**src/rtl/fetch_pkg.sv**
```systemverilog
// rtl/fetch_pkg.sv - shared types and constants for the instruction fetch front end
package fetch_pkg;

  typedef enum logic [1:0] {IDLE, REQ, WAIT, DROP} fetch_state_t;

  localparam int INST_W   = 32;
  localparam int PC_INC   = 4;
  localparam int PC_W_MAX = 64;

  // PC is stored at the widest supported width; narrower XLEN zero-extends.
  typedef struct packed {
    logic [PC_W_MAX-1:0] pc;
    logic [INST_W-1:0]   inst;
  } fetch_entry_t;

endpackage

```
**src/rtl/fetch_fifo.sv**
```systemverilog
// rtl/fetch_fifo.sv - small power-of-two FIFO with flush priority over push/pop
module fetch_fifo #(
  parameter int DEPTH = 4,
  parameter int WIDTH = 96
) (
  input  logic                       clk,
  input  logic                       reset,
  input  logic                       flush,
  input  logic                       push,
  input  logic                       pop,
  input  logic [WIDTH-1:0]           wdata,
  output logic [WIDTH-1:0]           rdata,
  output logic [$clog2(DEPTH+1)-1:0] count,
  output logic                       full,
  output logic                       empty
);
  localparam int AW = $clog2(DEPTH);
  localparam int CW = $clog2(DEPTH+1);

  logic [WIDTH-1:0] mem [DEPTH];
  logic [AW-1:0]    wr_ptr, rd_ptr;
  logic             hold, do_push, do_pop;

  assign full    = (count == CW'(DEPTH));
  assign empty   = (count == '0);
  // A push into a full FIFO freezes everything, including a coincident pop.
  assign hold    = push && full;
  assign do_push = push && !full && !flush;
  assign do_pop  = pop && !empty && !flush && !hold;
  assign rdata   = mem[rd_ptr];

  always_ff @(posedge clk or posedge reset) begin
    if (reset) begin
      wr_ptr <= '0;
      rd_ptr <= '0;
      count  <= '0;
    end else if (flush) begin
      wr_ptr <= '0;
      rd_ptr <= '0;
      count  <= '0;
    end else begin
      if (do_push) wr_ptr <= wr_ptr + AW'(1);
      if (do_pop)  rd_ptr <= rd_ptr + AW'(1);
      count <= count + CW'(do_push) - CW'(do_pop);
    end
  end

  always_ff @(posedge clk) begin
    if (do_push) mem[wr_ptr] <= wdata;
  end

  overflow_chk: assert property (@(posedge clk) disable iff (reset) !(push && full && !flush))
    else $error("fetch_fifo: push while full");

endmodule

```
**src/rtl/fetch_prefetch_unit.sv**
```systemverilog
// rtl/fetch_prefetch_unit.sv - fetch PC owner, one-outstanding memory requester and decode buffer
module fetch_prefetch_unit
  import fetch_pkg::*;
#(
  parameter int               DEPTH    = 4,
  parameter int               XLEN     = 64,
  parameter logic [XLEN-1:0]  RESET_PC = '0
) (
  input  logic              clk,
  input  logic              reset,
  input  logic              redirect_valid,
  input  logic [XLEN-1:0]   redirect_pc,
  output logic              mem_req,
  output logic [XLEN-1:0]   mem_addr,
  input  logic              mem_ack,
  input  logic              mem_rvalid,
  input  logic [INST_W-1:0] mem_rdata,
  output logic              inst_valid,
  output logic [INST_W-1:0] inst,
  output logic [XLEN-1:0]   inst_pc,
  input  logic              inst_ready
);
  localparam int CW  = $clog2(DEPTH+1);
  localparam int CAW = CW + 1;

  fetch_state_t  state, state_next;
  logic [XLEN-1:0] fetch_pc, req_pc;
  logic          push, pop, full, empty;
  logic [CW-1:0] count;
  logic [CAW-1:0] count_after;
  fetch_entry_t  wr_entry, rd_entry;

  assign push     = (state == WAIT) && mem_rvalid;
  assign pop      = !empty && inst_ready;
  assign wr_entry = '{pc: PC_W_MAX'(req_pc), inst: mem_rdata};

  fetch_fifo #(
    .DEPTH (DEPTH),
    .WIDTH ($bits(fetch_entry_t))
  ) u_fifo (
    .clk   (clk),
    .reset (reset),
    .flush (redirect_valid),
    .push  (push),
    .pop   (pop),
    .wdata (wr_entry),
    .rdata (rd_entry),
    .count (count),
    .full  (full),
    .empty (empty)
  );

  always_ff @(posedge clk or posedge reset) begin
    if (reset) state <= IDLE;
    else       state <= state_next;
  end

  always_ff @(posedge clk or posedge reset) begin
    if (reset) begin
      fetch_pc <= RESET_PC;
      req_pc   <= '0;
    end else if (redirect_valid) begin
      fetch_pc <= redirect_pc & ~XLEN'(3);
    end else if (state == REQ && mem_ack) begin
      fetch_pc <= fetch_pc + XLEN'(PC_INC);
      req_pc   <= fetch_pc;
    end
  end

  always_comb begin
    state_next  = state;
    count_after = {1'b0, count} + CAW'(push) - CAW'(pop);
    if (redirect_valid) begin
      // DROP only while a response is still owed; a response landing this cycle settles it.
      if ((state == REQ && mem_ack) || ((state == WAIT || state == DROP) && !mem_rvalid))
        state_next = DROP;
      else
        state_next = REQ;
    end else begin
      case (state)
        IDLE:    if (!full) state_next = REQ;
        REQ:     if (mem_ack) state_next = WAIT;
        WAIT:    if (mem_rvalid) state_next = (count_after < CAW'(DEPTH)) ? REQ : IDLE;
        DROP:    if (mem_rvalid) state_next = REQ;
        default: state_next = IDLE;
      endcase
    end
  end

  always_comb begin
    mem_req    = (state == REQ);
    mem_addr   = fetch_pc;
    inst_valid = !empty;
    inst       = '0;
    inst_pc    = '0;
    if (!empty) begin
      inst    = rd_entry.inst;
      inst_pc = rd_entry.pc[XLEN-1:0];
    end
  end

endmodule

```
**config.mk**
```make
export PLATFORM = sky130hd
export DESIGN_NAME = fetch_prefetch_unit
export DESIGN_NICKNAME = d
export VERILOG_FILES = /design/src/rtl/fetch_pkg.sv /design/src/rtl/fetch_fifo.sv /design/src/rtl/fetch_prefetch_unit.sv
export SDC_FILE = /design/constraint.sdc
export NUM_CORES = 1
export LEC_CHECK = 0
export ABC_AREA = 1
export CELL_PAD_IN_SITES_DETAIL_PLACEMENT = 0
export CELL_PAD_IN_SITES_GLOBAL_PLACEMENT = 2
export CORE_ASPECT_RATIO = 0.9
export CORE_MARGIN = 2
export CORE_UTILIZATION = 35
export DETAILED_ROUTE_END_ITERATION = 10
export PLACE_DENSITY_LB_ADDON = 0.1
export RECOVER_POWER = 25
export SKIP_LAST_GASP = 1
export SLEW_MARGIN = 15
export SYNTH_ARGS = -nofsm -noshare
export SYNTH_HDL_FRONTEND = slang
export SYNTH_SLANG_ARGS = --single-unit
```
**constraint.sdc**
```tcl
create_clock -name clk -period 6.6 [get_ports clk]
set_input_delay 1.32 -clock clk [delete_from_list [all_inputs] [get_ports clk]]
set_output_delay 1.32 -clock clk [all_outputs]
set_load 0.02 [all_outputs]
```
==> results.json <==
{
  "worst_slew_pin_slew_ns": 1.06,
  "whs_ns": 0.509,
  "netlist_area_um2": 22200,
  "drc": 0,
  "finalCriticalPeriod_ns": 5.26,
  "worst_r2r_endpoint": "u_fifo.mem[2][26]$_DFFE_PP_",
  "peakVddDrop_mv": 0.410,
  "cts_resized": 0,
  "dp.cells": 3229,
  "hold_viol_final": 0,
  "layout.cells.non_filler": 3331,
  "crit_type": "flip-flop to output pin",
  "crit_end": "inst_pc[15]",
  "cts_buffers": 55,
  "reg2reg_slack_ns": 3.81,
  "grt_first_pass_wirelength_um": 99800,
  "drt_wl_total_um": 66900,
  "finClkSkew_ns": 0.0167,
  "port_buffers": 257,
  "most-common-layout-cells": "565 x nor2_1, 376 x edfxtp_1, 336 x nand2_1, 244 x o21ai_0, 244 x clkdlybuf4s50_1",
  "netlist_instances": 2210,
  "power.net_switching_mw": 3.80,
  "drt-vias-per-instance": 4.88,
  "fin_tns_setup_ns": 0,
  "dp_slack_ns": 1.91,
  "avgSynthCellArea_um2": 10.0,
  "swShare_pct": 35.4,
  "antenna_left": 0,
  "crit_path_top_delay_cell": "dfrtp_4",
  "path_common_cell": "buf_4",
  "wl_per_cell_um": 20.1,
  "placed_area_um2": 25600,
  "core_area_um2": 62700,
  "rsz0062_at_grt": "no",
  "antenna_found_initial": 0,
  "syn_to_final_growth_pct": 23.7,
  "powerDensity_nw_per_um2": 392,
  "timing.final.crit_share_pct": 79.7,
  "maxSlewHeadroom_pct": 29.5,
  "die_h_um": 243,
  "fin_nets": 2554,
  "worst_slack_ns": 1.34,
  "cpPeakStageDelay_ns": 0.89,
  "fin_area_um2": 27400,
  "p_int_mw": 6.94,
  "tritoncts": "built",
  "finalSetupViolations": 0,
  "vias": 16300,
  "cts_setup_buffers": 0,
  "rows": 87,
  "status": "complete, no violations",
  "place.gp.congestion": 0.816,
  "cts.sinks": 509,
  "path_depth": 7,
  "maxCapViolCount": 0,
  "p_comb_share_pct": 30.6,
  "mostFrequentLayoutCell": "nor2_1",
  "p_clk_share_pct": 28.4,
  "crit_chain": "clkinv_2, buf_4, buf_4, nor2_1, o21ai_0, a21oi_1, clkdlybuf4s50_1",
  "io_pins": 264,
  "ys_types": 48,
  "crit_required_ns": 5.28,
  "p_leak_nw": 10.2,
  "drt_iter0_markers": 1214,
  "grt_max_degree": 127,
  "clock_path_buffers": 3,
  "root_buffer": "clkbuf_16",
  "end_kind": "output pin",
  "cp_max_fo": 53,
  "timing.rr.start": "state[1]$_DFFE_PP0P_",
  "arrival_ns": 3.94,
  "clock_latency_ns": 0.62,
  "grt_overflow": 0,
  "floorplan.initialDensity_pct": 35.4,
  "hpwl_um": 41600,
  "ys_seq_area_share_pct": 65.9,
  "critPathLaunch": "u_fifo.rd_ptr[1]$_DFFE_PP0P_",
  "cp_top_family": "buffers and inverters",
  "reg2reg_depth": 7,
  "groute.usage.overall_pct": 20.1,
  "path_buf_inv": 4,
  "layout-drive-gt1-share_pct": 5.67,
  "start_kind": "flip-flop",
  "cts_hold_buf": 0,
  "seq_power_share_pct": 41.0,
  "synth_seq_cells": 509,
  "hold_class": "flip-flop to flip-flop",
  "firstDrtPassIters": 5,
  "max_freq_mhz": 190,
  "clk_pin_slew_ns": 0.06,
  "die-area_um2": 65400,
  "ctsHtreeMaxLevel": 2,
  "grt_pass1_vias": 15700,
  "die_x_um": 269,
  "worstHoldPathCells": 0,
  "final_max_slew_viol_count": 0,
  "yosysWarnings": 0
}
registers in the layout, summed over array words and instances (netlist names):
signal         flops
mem_addr          62
req_pc            62
state              2
u_fifo.count       3
u_fifo.mem       376
u_fifo.rd_ptr      2
u_fifo.wr_ptr      2
synth_stat cells, drive strengths merged:
master   number  share of area [%]
o311ai        2              0.079
nor2        582                 10
o21bai        2              0.068
a31oi         2              0.056
a21oi       102                2.3
inv         127                2.2
xnor2         1              0.040
buf          54                1.2
and3          1              0.028
a22oi         2              0.068
o21a          1              0.034
o211ai        7               0.24
o21ai       256                5.8
a21boi        1              0.034
a22o          2              0.079
xor2          6               0.24
o221ai        6               0.24
o2111ai       8               0.32
fa            1              0.090
conb          1              0.017
nand2       343                5.9
clkbuf       55               0.93
ha           10               0.56
nand3        76                1.8
nor4          1              0.028
or2           7               0.20
nor3b         2              0.068
dfrtp       133                 15
nand4        21               0.59
nor3         10               0.27
edfxtp      376                 51
o22ai         3              0.085
nand3b        9               0.32
metrics by stage:
| step | util, % | power (mW) |
|---|---|---|
| 4_1_cts | 43.7 | 10.9 |
| 3_3_place_gp | 40.9 | 7.75 |
| 2_1_floorplan | - | 6.13 |
| 5_1_grt | 43.7 | 11.3 |
| 3_5_place_dp | 40.9 | 7.81 |
| 6_report | 43.7 | 10.7 |
per-layer routing:
| metal | vias to the layer above | part of all wire [%] | GRT usage, % |
|---|---|---|---|
| li1 | 7935 | - | - |
| met1 | 7872 | 47 | 28.6 |
| met2 | 375 | 46 | 32.5 |
| met3 | 76 | 5.0 | 3.29 |
| met4 | 0 | 1.6 | 4.46 |
| met5 | - | 0 | 0 |
power groups by stage:
stage / Combinational [mW] / Clock (mW) / Sequential, mW
6_report: 3.29 / 3.05 / 4.40
5_1_grt: 3.58 / 3.26 / 4.46
4_1_cts: 3.36 / 3.13 / 4.40
3_5_place_dp: 3.35 / 0 / 4.46
3_3_place_gp: 3.31 / 0 / 4.44
2_1_floorplan: 1.75 / 0 / 4.38
worst min-delay path by stage:
stage / from / end
3_3_place_gp: req_pc[46]$_DFFE_PP0P_ / u_fifo.mem[2][78]$_DFFE_PP_
6_report: req_pc[11]$_DFFE_PP0P_ / u_fifo.mem[1][43]$_DFFE_PP_
3_5_place_dp: req_pc[38]$_DFFE_PP0P_ / u_fifo.mem[3][70]$_DFFE_PP_
4_1_cts: req_pc[11]$_DFFE_PP0P_ / u_fifo.mem[1][43]$_DFFE_PP_
2_1_floorplan: req_pc[3]$_DFFE_PP0P_ / u_fifo.mem[0][35]$_DFFE_PP_
5_1_grt: req_pc[54]$_DFFE_PP0P_ / u_fifo.mem[1][86]$_DFFE_PP_
final cells by class:
cell class | count | area [um2]
Antenna cell | 1 | 2.50
Clock buffer | 74 | 1480
Clock inverter | 27 | 309
Fill cell | 6080 | 35300
Inverter | 127 | 487
Multi-Input combinational cell | 1468 | 6650
Sequential cell | 509 | 14600
Tap cell | 845 | 1060
Timing Repair Buffer | 280 | 2800
worst register-to-register path, stage by stage (launching register included):
cell	delay [ns]
dfrtp_1	0.39
inv_1	0.09
nor2_1	0.19
nand3_1	0.15
nor2_1	0.24
inv_1	0.22
nor2_4	0.64
buf_4	0.52
kinds of logic after synthesis:
family,share of synthesized area [%]
flops,65.9
buf+inv,4.27
compound gates,9.39
xor+xnor,0.277
fa+ha+maj,0.655
simple gates,19.5
other cells,0.0169
No activity file was read; power rests on OpenSTA's default activity.
